### src/rtl/bitwise_op_engine.sv
// rtl/bitwise_op_engine.sv - WIDTH-bit bitwise operation engine with iterative rotate and popcount
module bitwise_op_engine #(
    parameter int WIDTH = 8
) (
    input  logic             clk,
    input  logic             rst_n,
    input  logic             ena,
    input  logic             in_valid,
    output logic             in_ready,
    input  logic [3:0]       op,
    input  logic [WIDTH-1:0] a,
    input  logic [WIDTH-1:0] b,
    output logic             out_valid,
    input  logic             out_ready,
    output logic [WIDTH-1:0] result,
    output logic             out_err,
    output logic             busy
);

    localparam int LW = $clog2(WIDTH);
    localparam int CW = LW + 1;

    typedef enum logic [1:0] {
        S_IDLE,
        S_BUSY,
        S_DONE
    } state_t;

    state_t           state_q, state_d;
    logic [3:0]       op_q, op_d;
    logic [WIDTH-1:0] work_q, work_d;
    logic [CW-1:0]    cnt_q, cnt_d;
    logic [CW-1:0]    pop_q, pop_d;
    logic [WIDTH-1:0] result_q, result_d;
    logic             err_q, err_d;

    logic [WIDTH-1:0] single_res;
    logic [WIDTH-1:0] rev_a;
    logic [WIDTH-1:0] rot_l1;
    logic [WIDTH-1:0] rot_r1;
    logic [CW-1:0]    pop_next;
    logic             accept;

    assign in_ready  = rst_n && ena && (state_q == S_IDLE);
    assign accept    = in_valid && in_ready;
    assign out_valid = (state_q == S_DONE);
    assign busy      = (state_q == S_BUSY);
    assign result    = result_q;
    assign out_err   = err_q;

    always_comb begin
        rev_a = '0;
        for (int i = 0; i < WIDTH; i++) begin
            rev_a[i] = a[WIDTH-1-i];
        end
    end

    always_comb begin
        single_res = '0;
        case (op)
            4'd0:    single_res = ~a;
            4'd1:    single_res = a & b;
            4'd2:    single_res = a | b;
            4'd3:    single_res = a ^ b;
            4'd4:    single_res = ~(a & b);
            4'd5:    single_res = ~(a | b);
            4'd6:    single_res = ~(a ^ b);
            4'd7:    single_res = a;
            4'd11:   single_res = rev_a;
            default: single_res = '0;
        endcase
    end

    // One-bit step of each iterative op; the same shift register serves rotate and popcount.
    assign rot_l1   = {work_q[WIDTH-2:0], work_q[WIDTH-1]};
    assign rot_r1   = {work_q[0], work_q[WIDTH-1:1]};
    assign pop_next = pop_q + {{(CW-1){1'b0}}, work_q[0]};

    always_comb begin
        state_d  = state_q;
        op_d     = op_q;
        work_d   = work_q;
        cnt_d    = cnt_q;
        pop_d    = pop_q;
        result_d = result_q;
        err_d    = err_q;
        case (state_q)
            S_IDLE: begin
                if (accept) begin
                    op_d   = op;
                    work_d = a;
                    pop_d  = '0;
                    err_d  = 1'b0;
                    case (op)
                        4'd8, 4'd9: begin
                            if (b[LW-1:0] == '0) begin
                                result_d = a;
                                state_d  = S_DONE;
                            end else begin
                                cnt_d   = {1'b0, b[LW-1:0]};
                                state_d = S_BUSY;
                            end
                        end
                        4'd10: begin
                            cnt_d   = CW'(WIDTH);
                            state_d = S_BUSY;
                        end
                        4'd12, 4'd13, 4'd14, 4'd15: begin
                            result_d = '0;
                            err_d    = 1'b1;
                            state_d  = S_DONE;
                        end
                        default: begin
                            result_d = single_res;
                            state_d  = S_DONE;
                        end
                    endcase
                end
            end
            S_BUSY: begin
                cnt_d = cnt_q - CW'(1);
                case (op_q)
                    4'd8:    work_d = rot_l1;
                    4'd9:    work_d = rot_r1;
                    default: begin
                        work_d = work_q >> 1;
                        pop_d  = pop_next;
                    end
                endcase
                // Result is published only on the final step so it never shows a partial value.
                if (cnt_q == CW'(1)) begin
                    state_d = S_DONE;
                    case (op_q)
                        4'd8:    result_d = rot_l1;
                        4'd9:    result_d = rot_r1;
                        default: result_d = WIDTH'(pop_next);
                    endcase
                end
            end
            S_DONE: begin
                if (out_ready) begin
                    state_d = S_IDLE;
                end
            end
            default: state_d = S_IDLE;
        endcase
    end

    always_ff @(posedge clk or negedge rst_n) begin
        if (!rst_n) begin
            state_q  <= S_IDLE;
            op_q     <= '0;
            work_q   <= '0;
            cnt_q    <= '0;
            pop_q    <= '0;
            result_q <= '0;
            err_q    <= 1'b0;
        end else begin
            state_q  <= state_d;
            op_q     <= op_d;
            work_q   <= work_d;
            cnt_q    <= cnt_d;
            pop_q    <= pop_d;
            result_q <= result_d;
            err_q    <= err_d;
        end
    end

endmodule

### config.mk
export PLATFORM = sky130hd
export DESIGN_NAME = bitwise_op_engine
export DESIGN_NICKNAME = d
export VERILOG_FILES = /design/src/rtl/bitwise_op_engine.sv
export SDC_FILE = /design/constraint.sdc
export NUM_CORES = 1
export LEC_CHECK = 0
export ABC_AREA = 1
export ABC_CLOCK_PERIOD_IN_PS = 2100
export BUFFER_PORTS_ARGS = -buffer_cell sky130_fd_sc_hd__buf_4
export CAP_MARGIN = 20
export CORE_MARGIN = 3
export CORE_UTILIZATION = 30
export DETAILED_ROUTE_END_ITERATION = 8
export GPL_TIMING_DRIVEN = 0
export MAX_ROUTING_LAYER = met4
export SYNTH_ARGS = -nofsm -noshare
export SYNTH_HDL_FRONTEND = slang
export SYNTH_SLANG_ARGS = --single-unit
### constraint.sdc
create_clock -name clk -period 2.1 [get_ports clk]
set_input_delay 0.21 -clock clk [delete_from_list [all_inputs] [get_ports clk]]
set_output_delay 0.21 -clock clk [all_outputs]
set_load 0.05 [all_outputs]
---- Word-level counts from Yosys, hierarchy flattened ----
Cells that the tools add are included.
W data, S select, Z words.
word-level totals
  flip-flop bits (word level) ............. 31
  output and inout bits ................... 12
  input bits .............................. 25
cells by class
  multiplexer cells ....................... 24
  bitwise operators ....................... 7
  equality and inequality tests ........... 28
  reduce and logical (&&, ||, !) cells .... 16
  add/sub/neg operators ................... 2
operators by type and width
  operator              number
  $pmux W8 S9           1
  $pmux W8 S2           4
  $eq A4 B4 Y1 const B  10
  $mux W8               4
  $not A8 Y8            4
  $pmux W4 S2           3
  $pmux W8 S3           1
  $eq A4 B3 Y1 const B  4
  $mux W4               4
  $and A8 B8 Y8         1
  $eq A4 B1 Y1 const B  2
  $eq A4 B2 Y1 const B  2
  $mux W2               4
  $or A8 B8 Y8          1
  $xor A8 B8 Y8         1
  $ne A2 B2 Y1 const B  3
  $ne A3 B3 Y1 const B  2
  $pmux W2 S3           1
  $reduce_and A3 Y1     2
  $reduce_and A5 Y1     1
  $add A4 B1 Y4         1
  $logic_not A4 Y1      1
  $ne A2 B1 Y1 const B  2
  $pmux W2 S2           1
  13 further kinds      17

---- Depth between registers and ports, before layout ----
Gate-level depths: netlist of run 1.
  depth after elaboration ................. 6
  gate-level depth with buffers ........... 10
  mapped depth without buffers ............ 9

---- Worst setup path after synthesis of run 1 ----
Ideal clock, no wire load.
  kind .................................... register -> register
  start point ............................. register state_q[0]
  end point ............................... register work_q[3]
  clock period less this slack ............ 1.691 ns
  arrival time ............................ 1.601 ns
  buffers on the path ..................... 0
  path slack .............................. 0.409 ns
  stages on the path, launching flop included .. 6
  cells stage by stage .................... dfrtp_1 nor2_4 inv_1 nor2_1 nand3_1 o2111ai_1
between the ends
  cells in the longest elaborated chain, start to end .. 5
  elaborated cells between the ends (all ways) .. 8
  those cells by class .................... 2 x eq/ne; 1 x mux; 5 x reduce/logical
ends and longest elaborated chain
  element                      RTL line  text
  start: declaration           29        state_t state_q, state_d;
  start signal: assignment     159       state_q <= state_d;
  $logic_not A2 Y1             44        assign in_ready = rst_n && ena && (state_q == S_IDLE);
  $logic_and A1 B1 Y1          44
  named net in_ready           9         output logic in_ready,
  $logic_and A1 B1 Y1          45        assign accept = in_valid && in_ready;
  $ne A2 B2 Y1 (no line)       n/a
  $reduce_and A2 Y1 (no line)  n/a
  end signal: assignment       161       work_q <= work_d;
  end: declaration             31        logic [WIDTH-1:0] work_q, work_d;
The timed path passes the listed nets, and every way through them passes these cells.
A chain may end at the register's enable or synchronous reset.

---- Worst setup path after layout of run 1 ----
  start point ............................. register state_q[0]
  end point ............................... output port busy
between the ends
  cells in the longest elaborated chain, start to end .. 1
ends and longest elaborated chain
  element           RTL line  text
  $eq A2 B1 Y1      47        assign busy = (state_q == S_BUSY);
  end: declaration  17        output logic busy
No other way between the ends.

==> results of run 1 <==
==> layout make-up <==
class / count / area [µm²]
clock inverters: 2 / 35.0
multi-input cells: 356 / 1780
well taps: 108 / 135
clock buffers: 6 / 82.6
plain buffers: 9 / 55.1
flip-flops and latches: 31 / 776
repair buffers: 38 / 300
fillers: 977 / 5550
inverters: 60 / 225
==> final timing paths <==
check	slack [ps]	to
worst max-delay path	220	busy
worst min-delay path	210	state_q[1]
worst max register to register	230	result[3]
worst min register to register	480	cnt_q[2]
max in group asynchronous	1510	pop_q[3]
min in group asynchronous	420	result[0]
==> synth_stat cells, types with 2 or more instances <==
library cell | number | area share
buf_2 | 2 | 0.0035
o21bai_1 | 3 | 0.0079
a41oi_1 | 3 | 0.0093
clkbuf_1 | 3 | 0.0040
xor2_1 | 2 | 0.0062
nand2_2 | 3 | 0.0066
nand4_1 | 3 | 0.0066
a21oi_1 | 12 | 0.021
a22oi_1 | 2 | 0.0053
nand3_1 | 57 | 0.10
ha_1 | 20 | 0.088
o21ai_0 | 15 | 0.026
o2111ai_1 | 2 | 0.0062
buf_4 | 3 | 0.0079
o22ai_1 | 2 | 0.0044
dfrtp_1 | 31 | 0.27
inv_1 | 60 | 0.079
nor2_2 | 4 | 0.0088
nand2_1 | 133 | 0.18
nor2_1 | 79 | 0.10
o211ai_1 | 2 | 0.0053
nand3b_1 | 5 | 0.013
nor2_4 | 2 | 0.0079
==> cells by family (layout without fill, tap and decap cells) <==
logic type,after synthesis,after routing,share of synthesized area
AO/OA/AOI/OAI,46,46,0.0984
buffers and inverters,69,115,0.0989
adder cells (fa/ha/maj),20,20,0.0883
flip-flops,31,31,0.274
XOR/XNOR,2,2,0.00618
AND/OR/NAND/NOR,288,288,0.435
==> critical path: stages (launching register included) <==
cell	delay (ps)
dfrtp_1	440
inv_1	70
nor2_2	370
buf_4	280
buf_4	220
==> where the power goes <==
group / internal [mW] / leakage [nW] / switching (mW) / total [mW]
registers: 0.873 / 0.385 / 0.210 / 1.08
clock network: 0.384 / 0.0612 / 0.236 / 0.619
logic: 0.637 / 1.38 / 1.38 / 2.02
==> what timing repair did <==
action	4_1_cts	5_1_grt
setup buffers	0	0
hold buffers	2	0
endpoints found under the hold margin	31	0
setup endpoints to repair	0	0
==> flip-flops by register name, indices dropped and copies added, names as in the netlist <==
signal   cells
result       8
work_q       8
cnt_q        4
op_q         4
pop_q        4
state_q      2
out_err      1
==> per-layer routing <==
metal  GRT usage  vias up
met3      0.0241       13
met5           -        -
met4      0.0448        0
met2       0.278       98
li1            -     1542
met1       0.238     1381
==> impl_metrics.env, run 1 <==
export IMPL_postSynth_asyncResetShare=1.00
export IMPL_drt_met1_wl_mm=4.04
export IMPL_io_buffers=36
export IMPL_overflow=0
export IMPL_totalWireLength_mm=8.74
export IMPL_fin_skew_ps=1.41
export IMPL_synth_edf_count=0
export IMPL_reg2reg_from="state_q[0]"
export IMPL_hp_class="in -> reg"
export IMPL_max_slew_margin=0.498
export IMPL_grt_pass1_wl_mm=14.3
export IMPL_synth_cell_area_mm2=0.00284
export IMPL_wl_met2_mm=4.03
export IMPL_synth_seq_area_share=0.274
export IMPL_grt_pass1_vias=2853
export IMPL_dpl_cell_area_mm2=0.00324
export IMPL_finalInstanceArea_mm2=0.00339
export IMPL_hold_viol=0
export IMPL_core_area_mm2=0.00893
export IMPL_slew_violations=0
export IMPL_drive_gt1_frac=0.125
export IMPL_post_route_util=0.379
export IMPL_critPathArrivalTime_ps=1670
export IMPL_peakVddDrop_mv=0.370
export IMPL_pre_cts_slack_ps=77.6
export IMPL_required_ps=1890
export IMPL_highest_layer="met4"
export IMPL_grt_max_degree=32
export IMPL_endpoint_kind="output pin"
export IMPL_setup_violations=0
export IMPL_die_area_mm2=0.0107
export IMPL_antenna_found_initial=0
export IMPL_rsz0062_at_grt="no"
export IMPL_dpl_cell_count=600
export IMPL_synth_cells=456
export IMPL_rr_worst_depth=9
export IMPL_htreeDepth=2
export IMPL_cts_sinks=31
export IMPL_hold_start="out_ready"
export IMPL_synth_seq_cells=31
export IMPL_clock_latency_ps=280
export IMPL_power_mw=3.72
export IMPL_worst_hold_slack_ps=213
export IMPL_synth_nets=501
export IMPL_initial_core_util=0.317
export IMPL_fp_dieH_um=103
export IMPL_cts_tree="yes"
export IMPL_worstSetupStartpoint="state_q[0]"
export IMPL_most_common_layout_cells="133 x nand2_1, 79 x nor2_1, 60 x inv_1, 57 x nand3_1, 39 x buf_4"
export IMPL_drt_first_iter_violations=208
export IMPL_fmax_mhz=531
export IMPL_setup_tns_ps=0
export IMPL_area_growth_pct=19.5
export IMPL_wl_met3_um=573
export IMPL_min_period_over_period=0.897
export IMPL_cts_made_buffers=5
export IMPL_cp_start_kind="flop"
export IMPL_setup_ws_ps=217
export IMPL_num_nets_final=546
export IMPL_wl_per_cell_um=14.3
export IMPL_rows=34
export IMPL_grt_use_total=0.176
export IMPL_maxCapViolations=0
export IMPL_vias_per_cell=4.97
export IMPL_dp_hpwl_mm=6.62
export IMPL_ys_warn_count=0
export IMPL_ys_types=31
export IMPL_outcome="finished clean"
export IMPL_final_common_cell="nand2_1"
export IMPL_cts_root_buf="clkbuf_8"
export IMPL_syn_area_per_cell_um2=6.22
export IMPL_ys_flop_type="dfrtp_1"
export IMPL_ctsResizeCount=0
export IMPL_hold_path_depth=4
export IMPL_gp_congestion=0.908
export IMPL_drc_errors=0
export IMPL_power_density_mw_per_mm2=1100
export IMPL_worstPathMaxFanout=10
export IMPL_die_w_um=103
export IMPL_tightest_slew_ps=750
export IMPL_antenna_cells=0
export IMPL_postRouteAntennaNets=0
export IMPL_num_io_pins=37
export IMPL_dr_total_vias=3034
export IMPL_crit_type="reg -> out"
export IMPL_finalNonFillerCells=610
export IMPL_path_clk_slew_ps=70
export IMPL_drt_first_pass_iters=5
export IMPL_clockBufferDepth=2
export IMPL_p_leak_nw=1.82
export IMPL_fin_crit_ps=1880
Note: power is estimated with default switching activity, not from simulation.
==> inputs of run 2 (changes only) <==
--- a/config.mk
+++ b/config.mk
@@ -6,7 +6,7 @@
 export NUM_CORES = 1
 export LEC_CHECK = 0
 export ABC_AREA = 1
-export ABC_CLOCK_PERIOD_IN_PS = 2100
+export ABC_CLOCK_PERIOD_IN_PS = 2320
 export BUFFER_PORTS_ARGS = -buffer_cell sky130_fd_sc_hd__buf_4
 export CAP_MARGIN = 20
 export CORE_MARGIN = 3
==> constraint.sdc (replaced) <==
create_clock -name clk -period 2.32 [get_ports clk]
set_input_delay 0.232 -clock clk [delete_from_list [all_inputs] [get_ports clk]]
set_output_delay 0.232 -clock clk [all_outputs]
set_load 0.05 [all_outputs]
==> run 2 against run 1 <==
Compared with the run above:
- via count increased by 0.59%
- clock skew is 1.7 ps higher
- first-iteration DRC count is 5.3% lower
- total power is 9.5% lower
- combinational power down 9.9%
- critical path depth is 8 higher
- global-route usage down 0.10 points
- clock-buffer cell count is the same
- clock power fell by 9.5%
- largest cell class unchanged
- highest routed layer unchanged
==> impl_metrics.env, run 2 (synthesis results as in run 1) <==
export IMPL_outcome="finished clean"
export IMPL_io_buffers=36
export IMPL_power_density_mw_per_mm2=995
export IMPL_worst_hold_slack_ps=237
export IMPL_postRouteAntennaNets=0
export IMPL_num_io_pins=37
export IMPL_wl_per_cell_um=14.2
export IMPL_fin_skew_ps=3.12
export IMPL_cts_sinks=31
export IMPL_setup_violations=0
export IMPL_worstPathMaxFanout=32
export IMPL_hp_class="in -> reg"
export IMPL_initial_core_util=0.317
export IMPL_peakVddDrop_mv=0.337
export IMPL_maxCapViolations=0
export IMPL_crit_type="in -> reg"
export IMPL_required_ps=2480
export IMPL_cp_start_kind="primary input"
export IMPL_slowest_delay_ps=580
export IMPL_tightest_slew_ps=768
export IMPL_cp_slowest_cell="dlygate4sd3_1"
export IMPL_final_common_cell="nand2_1"
export IMPL_totalWireLength_mm=8.67
export IMPL_worst_path_buf_inv=4
export IMPL_die_w_um=103
export IMPL_max_slew_margin=0.486
export IMPL_critical_path_cell_chain="dlygate4sd3_1, buf_12, nand2_1, inv_1, nand3_4, nand2_4, nand2_1, nor2_1, buf_4, nand2_1, nor2_1, a21oi_1"
export IMPL_p_leak_nw=1.82
export IMPL_drive_gt1_frac=0.124
export IMPL_cts_made_buffers=5
export IMPL_rsz0062_at_grt="no"
export IMPL_drc_errors=0
export IMPL_hold_viol=0
export IMPL_num_nets_final=545
export IMPL_drt_first_pass_iters=5
export IMPL_rows=34
export IMPL_endpoint_kind="flop"
export IMPL_cts_setup_buffers=0
export IMPL_setup_tns_ps=0
export IMPL_dr_total_vias=3052
export IMPL_critPathArrivalTime_ps=2270
export IMPL_area_growth_pct=19.2
export IMPL_most_common_layout_cells="133 x nand2_1, 79 x nor2_1, 60 x inv_1, 57 x nand3_1, 38 x buf_4"
export IMPL_antenna_found_initial=0
export IMPL_path_clk_slew_ps=70
export IMPL_cpMostUsedCell="nand2_1"
export IMPL_gp_congestion=0.908
export IMPL_fmax_mhz=475
export IMPL_vias_per_cell=5.01
export IMPL_fin_crit_ps=2110
export IMPL_antenna_cells=0
export IMPL_dp_hpwl_mm=6.62
export IMPL_grt_pass1_vias=2839
export IMPL_cpLargestDelayFamily="buffers and inverters"
export IMPL_htreeDepth=2
export IMPL_grt_use_total=0.175
export IMPL_drt_first_iter_violations=197
export IMPL_grt_max_degree=33
export IMPL_slew_violations=0
export IMPL_overflow=0
export IMPL_clockBufferDepth=2
export IMPL_clock_latency_ps=280
export IMPL_cts_root_buf="clkbuf_8"
export IMPL_grt_pass1_wl_mm=14.2
export IMPL_cts_tree="yes"
export IMPL_fp_dieH_um=103
export IMPL_min_period_over_period=0.908
export IMPL_core_area_mm2=0.00893
export IMPL_die_area_mm2=0.0107
## run 2: changes by cell type in the layout (fill, tap and decap cells not counted)
| cell | before | now |
|---|---|---|
| buf_4 | 39 | 38 |
## run 2: stage by stage
| stage | util | instance area (µm²) | power (mW) | setup slack [ps] | instances |
|---|---|---|---|---|---|
| 2_1_floorplan | - | 2840 | 2.24 | 629 | 456 |
| 6_report | 0.378 | 3380 | 3.36 | 214 | 609 |
| 4_1_cts | 0.377 | 3370 | 3.38 | 46.4 | 609 |
| 3_3_place_gp | 0.363 | 3240 | 2.79 | 281 | 600 |
| 5_1_grt | 0.378 | 3380 | 3.63 | 12.9 | 609 |
| 3_5_place_dp | 0.363 | 3240 | 2.81 | 276 | 600 |
## run 2: cell type report
cell class	count	area, µm²
clock inverter	2	35.0
sequential	31	776
buffer	9	55.1
tap	108	135
timing repair buffer	37	293
fill	977	5550
inverter	60	225
clock buffer	6	82.6
multi-input combinational	356	1780
## run 2: worst register-to-register path, stage by stage (launching register included)
cell,delay [ps]
dfrtp_1,440
nor2_4,240
nand3_4,190
nand2_4,170
nand2_1,60
nor2_1,140
buf_4,210
nand2_1,70
nor2_1,160
a21oi_1,90
## run 2: final timing paths
check	from	to	slack, ps	depth (start not counted)
hold reg to reg	cnt_q[2]	cnt_q[2]	480	2
hold / removal	out_ready	state_q[1]	240	4
setup reg to reg	state_q[0]	result[3]	440	9
min in group asynchronous	rst_n	pop_q[0]	390	2
max in group asynchronous	rst_n	result[7]	1760	2
setup / recovery	rst_n	result[3]	210	12
## run 2: where the power goes
group / total, mW / switching (mW) / internal, mW
Clock: 0.560 / 0.213 / 0.347
Sequential: 0.981 / 0.191 / 0.791
Combinational: 1.82 / 1.25 / 0.575
Total: 3.36 / 1.65 / 1.71
## run 2: what timing repair did
item	4_1_cts	5_1_grt
setup endpoints to repair	0	8
endpoints found under the hold margin	31	0
hold buffers	1	0
gates resized for setup	0	4
## run 2: per-layer routing
metal  track usage  up-vias  wire [µm]
met5             -        -          0
li1              -     1546          -
met3        0.0241       13        608
met2         0.276      115       3940
met4        0.0448        0         99
met1         0.237     1378       4020
